`src/rtl/bcd_conv_arbiter_if.sv`:
```
// -----------------------------------------------------------------------------
// bcd_conv_arbiter_if
// Client-side bus of the shared binary-to-BCD converter.
//
// Handshake: a client raises req[i] and holds data_in[8*i+7:8*i] steady until
// it sees grant[i]. grant[i] is a one-cycle pulse that follows the clock edge
// on which the converter captured that client's value; the value may change
// afterwards. A client that keeps req[i] high after its grant is treated as a
// fresh request. Each captured job produces exactly one bcd_valid pulse,
// qualifying bcd_out/bcd_id, unless reset aborts it.
//
// Signals:
//   req       [NREQ-1:0]   per-client request, level
//   data_in   [8*NREQ-1:0] packed client values, client i on [8*i+7:8*i]
//   grant     [NREQ-1:0]   one-hot capture acknowledge
//   busy                   conversion in progress
//   bcd_out   [11:0]       hundreds/tens/ones digits
//   bcd_id    [IDW-1:0]    client index of bcd_out
//   bcd_valid              one-cycle result strobe
//   state_dbg [1:0]        converter FSM state (0 IDLE, 1 SHIFT, 2 DONE)
// -----------------------------------------------------------------------------
interface bcd_conv_arbiter_if #(
    parameter int NREQ = 4,
    parameter int IDW  = 2
);
    logic [NREQ-1:0]   req;
    logic [8*NREQ-1:0] data_in;
    logic [NREQ-1:0]   grant;
    logic              busy;
    logic [11:0]       bcd_out;
    logic [IDW-1:0]    bcd_id;
    logic              bcd_valid;
    logic [1:0]        state_dbg;

    modport master (
        output req, data_in,
        input  grant, busy, bcd_out, bcd_id, bcd_valid, state_dbg
    );

    modport slave (
        input  req, data_in,
        output grant, busy, bcd_out, bcd_id, bcd_valid, state_dbg
    );
endinterface

```
`src/rtl/bcd_conv_arbiter.sv`:
```
// -----------------------------------------------------------------------------
// bcd_conv_arbiter
// Round-robin arbiter in front of one sequential double-dabble converter.
// One 8-bit client value is captured in IDLE, converted over 8 SHIFT cycles,
// and the 3-digit BCD result is presented for one DONE cycle with bcd_valid.
//
// Ports:
//   clk    system clock, rising edge
//   reset  asynchronous, active-high reset
//   bus    bcd_conv_arbiter_if.slave (req/data_in in; grant, busy, bcd_out,
//          bcd_id, bcd_valid, state_dbg out)
//
// Parameters: NREQ clients (2..8), IDW index width with 2**IDW >= NREQ.
// -----------------------------------------------------------------------------
module bcd_conv_arbiter #(
    parameter int NREQ = 4,
    parameter int IDW  = 2
) (
    input  logic                clk,
    input  logic                reset,
    bcd_conv_arbiter_if.slave   bus
);

    typedef enum logic [1:0] {
        IDLE  = 2'd0,
        SHIFT = 2'd1,
        DONE  = 2'd2
    } state_t;

    state_t            r_state;
    state_t            w_state_next;

    logic [IDW-1:0]    r_ptr;
    logic [IDW-1:0]    r_id;
    logic [2:0]        r_cnt;
    logic [19:0]       r_shift;
    logic [NREQ-1:0]   r_grant;
    logic              r_busy;
    logic [11:0]       r_bcd_out;
    logic [IDW-1:0]    r_bcd_id;
    logic              r_bcd_valid;

    logic [7:0]        w_req_pad;
    logic [63:0]       w_data_pad;
    logic [4:0]        w_idx;
    logic [2:0]        w_sel;
    logic              w_found;
    logic [7:0]        w_sel_data;
    logic [19:0]       w_adj;
    logic [19:0]       w_shift_next;

    // Pad to the maximum client count so the selects below always use a
    // fixed 3-bit index regardless of NREQ.
    assign w_req_pad  = 8'(bus.req);
    assign w_data_pad = 64'(bus.data_in);
    assign w_sel_data = w_data_pad[{w_sel, 3'b000} +: 8];

    // Round-robin pick: first asserted req scanning upward from ptr+1 with
    // wrap, so the most recently served client is considered last.
    always_comb begin
        w_idx   = '0;
        w_sel   = '0;
        w_found = 1'b0;
        for (int k = 1; k <= NREQ; k++) begin
            w_idx = 5'(r_ptr) + 5'(k);
            if (w_idx >= 5'(NREQ)) begin
                w_idx = w_idx - 5'(NREQ);
            end
            if (!w_found && w_req_pad[w_idx[2:0]]) begin
                w_found = 1'b1;
                w_sel   = w_idx[2:0];
            end
        end
    end

    function automatic logic [3:0] dabble(input logic [3:0] d);
        return (d >= 4'd5) ? d + 4'd3 : d;
    endfunction

    // One double-dabble iteration: adjust each BCD digit independently
    // (no carry between fields), then shift the whole register left.
    assign w_adj        = {dabble(r_shift[19:16]), dabble(r_shift[15:12]),
                           dabble(r_shift[11:8]), r_shift[7:0]};
    assign w_shift_next = {w_adj[18:0], 1'b0};

    always_ff @(posedge clk or posedge reset) begin
        if (reset) begin
            r_state <= IDLE;
        end else begin
            r_state <= w_state_next;
        end
    end

    always_comb begin
        w_state_next = r_state;
        case (r_state)
            IDLE:    if (w_found) w_state_next = SHIFT;
            SHIFT:   if (r_cnt == 3'd7) w_state_next = DONE;
            DONE:    w_state_next = IDLE;
            default: w_state_next = IDLE;
        endcase
    end

    always_ff @(posedge clk or posedge reset) begin
        if (reset) begin
            r_ptr       <= IDW'(NREQ - 1);
            r_id        <= '0;
            r_cnt       <= '0;
            r_shift     <= '0;
            r_grant     <= '0;
            r_busy      <= 1'b0;
            r_bcd_out   <= '0;
            r_bcd_id    <= '0;
            r_bcd_valid <= 1'b0;
        end else begin
            r_grant     <= '0;
            r_bcd_valid <= 1'b0;
            r_busy      <= (w_state_next != IDLE);
            case (r_state)
                IDLE: begin
                    if (w_found) begin
                        r_shift <= {12'b0, w_sel_data};
                        r_ptr   <= IDW'(w_sel);
                        r_id    <= IDW'(w_sel);
                        r_cnt   <= '0;
                        r_grant <= {{(NREQ-1){1'b0}}, 1'b1} << w_sel;
                    end
                end
                SHIFT: begin
                    r_shift <= w_shift_next;
                    r_cnt   <= r_cnt + 3'd1;
                    // The result is taken from the post-iteration value on the
                    // final edge, so it is already stable when DONE starts.
                    if (r_cnt == 3'd7) begin
                        r_bcd_out   <= w_shift_next[19:8];
                        r_bcd_id    <= r_id;
                        r_bcd_valid <= 1'b1;
                    end
                end
                default: begin
                end
            endcase
        end
    end

    assign bus.grant     = r_grant;
    assign bus.busy      = r_busy;
    assign bus.bcd_out   = r_bcd_out;
    assign bus.bcd_id    = r_bcd_id;
    assign bus.bcd_valid = r_bcd_valid;
    assign bus.state_dbg = r_state;

endmodule

```
`src/flat_wrapper.sv`:
```
// flat-port wrapper written by rule: the top's interface ports become plain ports
module bcd_conv_arbiter_flat 
#(
    parameter int NREQ = 4,
    parameter int IDW  = 2
)
  (clk, reset, bus_req, bus_data_in, bus_grant, bus_busy, bus_bcd_out, bus_bcd_id, bus_bcd_valid, bus_state_dbg);
  bcd_conv_arbiter_if #(.NREQ(NREQ), .IDW(IDW)) bus_i ();
  input  logic clk;
  input  logic reset;
  input wire logic [$bits(bus_i.req)-1:0] bus_req;
  input wire logic [$bits(bus_i.data_in)-1:0] bus_data_in;
  output wire logic [$bits(bus_i.grant)-1:0] bus_grant;
  output wire logic [$bits(bus_i.busy)-1:0] bus_busy;
  output wire logic [$bits(bus_i.bcd_out)-1:0] bus_bcd_out;
  output wire logic [$bits(bus_i.bcd_id)-1:0] bus_bcd_id;
  output wire logic [$bits(bus_i.bcd_valid)-1:0] bus_bcd_valid;
  output wire logic [$bits(bus_i.state_dbg)-1:0] bus_state_dbg;
  assign bus_i.req = bus_req;
  assign bus_i.data_in = bus_data_in;
  assign bus_grant = bus_i.grant;
  assign bus_busy = bus_i.busy;
  assign bus_bcd_out = bus_i.bcd_out;
  assign bus_bcd_id = bus_i.bcd_id;
  assign bus_bcd_valid = bus_i.bcd_valid;
  assign bus_state_dbg = bus_i.state_dbg;
  bcd_conv_arbiter #(.NREQ(NREQ), .IDW(IDW)) u_core (.clk(clk), .reset(reset), .bus(bus_i));
endmodule
```
`config.mk`:
```
export PLATFORM = sky130hd
export DESIGN_NAME = bcd_conv_arbiter_flat
export DESIGN_NICKNAME = d
export VERILOG_FILES = /design/src/rtl/bcd_conv_arbiter_if.sv /design/src/rtl/bcd_conv_arbiter.sv /design/src/flat_wrapper.sv
export SDC_FILE = /design/constraint.sdc
export NUM_CORES = 1
export LEC_CHECK = 0
export CAP_MARGIN = 0
export CORE_MARGIN = 1
export CORE_UTILIZATION = 31
export CTS_CLUSTER_DIAMETER = 40
export DETAILED_ROUTE_END_ITERATION = 8
export MAX_ROUTING_LAYER = met4
export PLACE_DENSITY = 0.55
export SKIP_CTS_REPAIR_TIMING = 1
export SLEW_MARGIN = 40
export SYNTH_ARGS = -nofsm -noshare
export SYNTH_HDL_FRONTEND = slang
export SYNTH_SLANG_ARGS = --single-unit
```
`constraint.sdc`:
```
create_clock -name clk -period 5.05 [get_ports clk]
set_input_delay 1.01 -clock clk [delete_from_list [all_inputs] [get_ports clk]]
set_output_delay 1.01 -clock clk [all_outputs]
set_load 0.005 [all_outputs]
```
After elaboration in Yosys (flattened, before gate mapping)
Cells that the tools add are included.
Widths: inputs -> output; s select.
Storage, ports and cells
  flip-flop bits (word level): 49
Operators by class
  add/subtract/negate cells: 12
  eq/ne operators: 3
  reductions and logical operators: 12
  $lt $le $gt $ge: 11
  shift operators: 2
  muxes and demuxes: 34
Operators with widths (number)
  $shiftx 64x7->8: 1
  $pmux 20 s2: 1
  $mux 3: 10
  $mux 20: 1
  $ge 4x3->1 const B: 4
  $lt 3x4->1 const B: 4
  $mux 4: 4
  $ge 5x3->1 const B: 3
  $bmux 1 s3: 4
  $sub 3x3->3 const B: 4
  $mux 1: 10
  $add 4x2->4 const B: 2
  $add 2x2->3 const B: 2
  $pmux 3 s2: 1
  $reduce_and 2->1: 3
  $add 2x3->4 const B: 1
  $mux 2: 2
  $pmux 2 s2: 1
  $reduce_bool 2->1: 2
  $shl 1x3->4 const A: 1
  $add 2x1->3 const B: 1
  $add 3x1->3 const B: 1
  $add 3x2->3 const B: 1
  $eq 3x3->1 const B: 1
  5 further kinds: 9

Longest topological paths before layout
  depth in word-level cells: 18
  mapped depth: 11
  depth with buffers taken out: 8

Least setup slack after synthesis
No wires, ideal clock.
  path kind: reg2reg
  start: register u_core.r_ptr[0]
  end: register u_core.r_shift[1]
  data arrival time: 2543 ps
  setup slack: 2372 ps
  period minus slack after synthesis: 2678 ps
  stages on the path, launching flop included: 12
  cell sequence: dfstp_2 buf_4 inv_1 ha_1 buf_6 mux2_4 a22oi_4 mux2i_1 o21ai_2 buf_4 mux2i_1 o221ai_2
Between the ends
  longest elaborated chain between the ends: 18
RTL lines
  from (decl): line bcd_conv_arbiter.sv:33  | logic [IDW-1:0] r_ptr;
  from (signal assigned): line bcd_conv_arbiter.sv:106  | r_ptr <= IDW'(NREQ - 1);
  from (signal assigned): line bcd_conv_arbiter.sv:123  | r_ptr <= IDW'(w_sel);
  $add 2x1->3: line bcd_conv_arbiter.sv:65  | w_idx = 5'(r_ptr) + 5'(k);
  $ge 5x3->1 / $sub 3x3->3 (equally long branches): line bcd_conv_arbiter.sv:66, bcd_conv_arbiter.sv:67
  $mux 3: line bcd_conv_arbiter.sv:66  | if (w_idx >= 5'(NREQ)) begin
  $bmux 1 s3: line bcd_conv_arbiter.sv:69  | if (!w_found && w_req_pad[w_idx[2:0]]) begin
  $mux 1 (implied by the code): line bcd_conv_arbiter.sv:69
  $mux 1: line bcd_conv_arbiter.sv:69
  $logic_not 1->1: line bcd_conv_arbiter.sv:69
  $logic_and 1x1->1: line bcd_conv_arbiter.sv:69
  (+2 left out)
  $logic_and 1x1->1: line bcd_conv_arbiter.sv:69
  $mux 1: line bcd_conv_arbiter.sv:69
  $logic_not 1->1: line bcd_conv_arbiter.sv:69
  $logic_and 1x1->1: line bcd_conv_arbiter.sv:69
  $mux 3: line bcd_conv_arbiter.sv:69
  $shiftx 64x7->8: line bcd_conv_arbiter.sv:56  | assign w_sel_data = w_data_pad[{w_sel, 3'b000} +: 8];
  $mux 20: line bcd_conv_arbiter.sv:121  | if (w_found) begin
  $pmux 20 s2: line bcd_conv_arbiter.sv:119  | case (r_state)
  to (signal assigned): line bcd_conv_arbiter.sv:122  | r_shift <= {12'b0, w_sel_data};
  to (signal assigned): line bcd_conv_arbiter.sv:130  | r_shift <= w_shift_next;
  to (decl): line bcd_conv_arbiter.sv:36  | logic [19:0] r_shift;
Several ways; a longest one is shown, not always the timed one. The select of a mux whose other input is x is not followed.
A chain may end at the register's enable or synchronous reset.

Final worst setup path
  start: input bus_req[3]
  end: register u_core.r_shift[7]
Between the ends
  longest elaborated chain between the ends: 15
RTL lines
  from (decl): line flat_wrapper.sv:11  | input wire logic [$bits(bus_i.req)-1:0] bus_req;
  $bmux 1 s3: line bcd_conv_arbiter.sv:69
  $mux 1 (implied by the code): line bcd_conv_arbiter.sv:69
  $mux 1: line bcd_conv_arbiter.sv:69
  $logic_not 1->1: line bcd_conv_arbiter.sv:69
  $logic_and 1x1->1: line bcd_conv_arbiter.sv:69
  $mux 1: line bcd_conv_arbiter.sv:69
  $logic_not 1->1: line bcd_conv_arbiter.sv:69
  $logic_and 1x1->1: line bcd_conv_arbiter.sv:69
  $mux 1: line bcd_conv_arbiter.sv:69
  $logic_not 1->1: line bcd_conv_arbiter.sv:69
  $logic_and 1x1->1: line bcd_conv_arbiter.sv:69
  $mux 3: line bcd_conv_arbiter.sv:69
  $shiftx 64x7->8: line bcd_conv_arbiter.sv:56
  $mux 20: line bcd_conv_arbiter.sv:121
  $pmux 20 s2: line bcd_conv_arbiter.sv:119
Several ways; a longest one is shown, not always the timed one. The select of a mux whose other input is x is not followed.

==> results.py <==
metrics = {
    "layout": {
        "final_nets": 350,
        "diodes": 0,
        "fillerInstances": 819,
        "area_growth_pct": 31.1,
        "drive_above_1_share_pct": 13.6,
    },
    "global_route": {
        "antenna_found_initial": 0,
        "grt_pass1_vias": 2015,
        "grt_pass1_wl_um": 9880,
        "grt_max_degree": 50,
        "grt.total_usage_pct": 14.5,
        "grt-ovfl-total": 0,
    },
    "floorplanning": {
        "die_y_um": 94.5,
        "fp.dieW_um": 94.5,
        "core_area_um2": 8260,
        "initial_core_util_pct": 32.1,
        "num_io_pins": 60,
        "num_rows": 33,
        "die-area_um2": 8920,
    },
    "worst_setup_path": {
        "crit_type": "in2reg",
        "max_stage_delay_ps": 590,
        "crit_path_end_kind": "flip-flop",
        "cp-start-kind": "primary input",
        "critPathArrivalTime_ps": 3380,
        "slowest_stage": "mux4_1",
        "reg2reg_from": "u_core.r_ptr[0]",
        "reg2reg_depth": 8,
        "worstPathCellList": "clkdlybuf4s50_1 > mux4_1 > nor2_1 > nand4b_1 > nor3b_4 > nand2b_1 > o221ai_1",
        "r2r_slack_ps": 1840,
        "critPathRequiredTime_ps": 5210,
        "crit_path_max_fanout": 12,
        "reg2reg_to": "u_core.r_shift[7]",
    },
    "yosys": {
        "synth_edf_count": 0,
        "synth_ff_type": "dfrtp_1",
        "postSynthCellCount": 242,
        "synth_commonest_cells": "47 x dfrtp_1, 32 x nand2_1, 23 x o21ai_0, 21 x mux2i_1, 13 x inv_1",
        "ys_seq_area_share_pct": 46.4,
        "synth.distinct_cells": 43,
        "syn_avg_cell_area_um2": 11.0,
        "yosys.area.top_type": "dfrtp_1",
        "synth.area.top_cells": "dfrtp_1 44%, mux2i_1 7.9%, ha_1 5.2%",
        "synth_fp_nets": 291,
        "synth.most_common_cell": "dfrtp_1",
        "synth_top_area_share_pct": 44.4,
        "synthArstFlopShare_pct": 100,
        "yosysWarningCount": 0,
        "synth.cell_area_um2": 2650,
        "yosys_register_bits": 49,
    },
    "hold_path": {
        "holdCritPathClass": "reg2reg",
        "hold_start": "u_core.bus.bcd_out[9]",
        "min_path_cells": 2,
        "holdPathEnd": "u_core.bus.bcd_out[9]",
    },
    "timing": {
        "clock-skew-final_ps": 9.09,
        "worst_slew_pin_slew_ps": 737,
        "min_period_ps": 3220,
        "setup_tns_ps": 0,
        "rsz0062_at_grt": "false",
        "drv_slew": 0,
        "fin_hold_ws_ps": 479,
        "fmax_mhz": 310,
        "period_share_pct": 63.8,
        "setup_violations": 0,
        "relSlewSlack_pct": 50.7,
        "finalHoldViolCount": 0,
    },
    "clock_tree": {
        "clockBufferDepth": 2,
        "cts_tree": "done",
        "cts_sinks": 49,
        "clock_latency_ps": 300,
        "ctsRootBufferMaster": "clkbuf_8",
        "clk_pin_slew_worst_paths_ps": 90,
        "htreeDepth": 2,
        "cts_buffers": 5,
    },
    "routing": {
        "route.detailed.drc": 0,
        "wl_per_cell_um": 14.1,
        "vias_per_cell": 4.94,
        "ant_nets": 0,
        "vias": 2012,
        "drtPass1Iterations": 4,
        "drt-initial-drc-count": 89,
        "wl_um": 5720,
    },
    "outcome": {
        "outcome": "finished, final reports clean",
    },
    "placed_design": {
        "post-dp-hpwl_um": 4090,
        "routabilityCongestion": 0.788,
        "io_buffer_count": 59,
    },
    "power_and_ir_drop": {
        "irDropWorstVdd_mv": 0.236,
        "p_leak_nw": 1.52,
        "power.density_nw_per_um2": 646,
    },
    "flow_run": {
        "cap_violations": 0,
    },
}
==> worst max path at each step <==
stage / slack (ps) / from / endpoint / depth (start not counted)
after floorplan: 2370 / u_core.r_ptr[0] / u_core.r_shift[1] / 11
after global placement: 1420 / bus_req[2] / u_core.r_shift[3] / 7
after detailed placement: 1510 / bus_req[3] / u_core.r_shift[7] / 7
after CTS: 1840 / u_core.r_ptr[0] / u_core.r_shift[4] / 8
after global routing: 1630 / u_core.r_ptr[0] / u_core.r_shift[5] / 8
final: 1830 / bus_req[3] / u_core.r_shift[7] / 7
==> critical path, delay by kind of cell <==
kind,cells,cell delay (ps)
AND/OR/NAND/NOR,4,1070
multiplexers,1,590
buffers and inverters,1,500
AO/OA/AOI/OAI,1,210
==> sequential cells by signal, summed over array words and instances (netlist names) <==
name and count:
u_core.r_cnt 3, u_core.bus.state_dbg 2, u_core.r_id 2, u_core.bus.bcd_out 12, u_core.r_shift 20, u_core.r_ptr 2
u_core.bus.bcd_id 2, u_core.bus.bcd_valid 1, u_core.bus.busy 1, u_core.bus.grant 4
==> cells by family after synthesis <==
family                     count (synthesis)  share of synthesized area (%)
xor gates and xnor gates                   3                          0.992
AOI/OAI and AO/OA                         64                           18.3
DFF                                       49                           46.4
buffers and inverters                     23                           4.30
muxes                                     32                           13.7
and+or+nand+nor                           60                           11.1
adders and majority gates                 11                           5.19
==> layer usage <==
metal / GRT usage (%) / routed length (µm)
met5: - / 0
met4: 4.17 / 88
met3: 2.58 / 155
met2: 24.0 / 2850
met1: 18.3 / 2630
==> through the flow <==
step	setup WS (ps)	area, µm²	total power [mW]	utilization [%]	cells
6_report	1830	3470	2.24	42.1	407
5_1_grt	1630	3470	2.43	42.1	407
4_1_cts	1840	3470	2.27	42.1	407
3_5_place_dp	1510	3340	1.94	40.4	399
3_3_place_gp	1420	3330	1.91	40.3	399
2_1_floorplan	2370	2650	1.59	-	242
==> cells in the final DEF (no fill, tap or decap), types with 2 or more instances in the layout <==
cell type	n
a21oi_1	7
a221oi_1	2
a22o_1	2
a22oi_1	7
a31oi_1	3
buf_4	3
bufinv_16	2
clkbuf_8	5
clkdlybuf4s50_1	59
dfrtp_1	47
dfstp_2	2
ha_1	11
inv_1	12
mux2_2	8
mux2i_1	21
nand2_1	32
nand2b_1	5
nor2_1	9
nor2b_1	2
nor3_1	3
nor3b_1	2
o21a_1	2
o21ai_0	23
o221ai_2	7
o22ai_1	2
or3b_2	3
xnor2_1	3
==> area by class of cell <==
class                           instances  area (µm²)  share of cell area, %
Clock buffer                            5        68.8                   1.98
Clock inverter                          3        65.1                   1.87
Inverter                               13        51.3                   1.48
Multi-Input combinational cell        170        1320                   37.9
Sequential cell                        49        1230                   35.4
Tap cell                              105         131                   3.78
Timing Repair Buffer                   62         613                   17.7
==> where the power goes <==
| part | switching [mW] | internal (mW) | leakage (nW) |
|---|---|---|---|
| registers | 0.125 | 0.569 | 0.614 |
| logic | 0.595 | 0.622 | 0.843 |
| clock network | 0.136 | 0.197 | 0.0681 |
| total | 0.856 | 1.39 | 1.52 |
(Power assumes the default switching activity.)
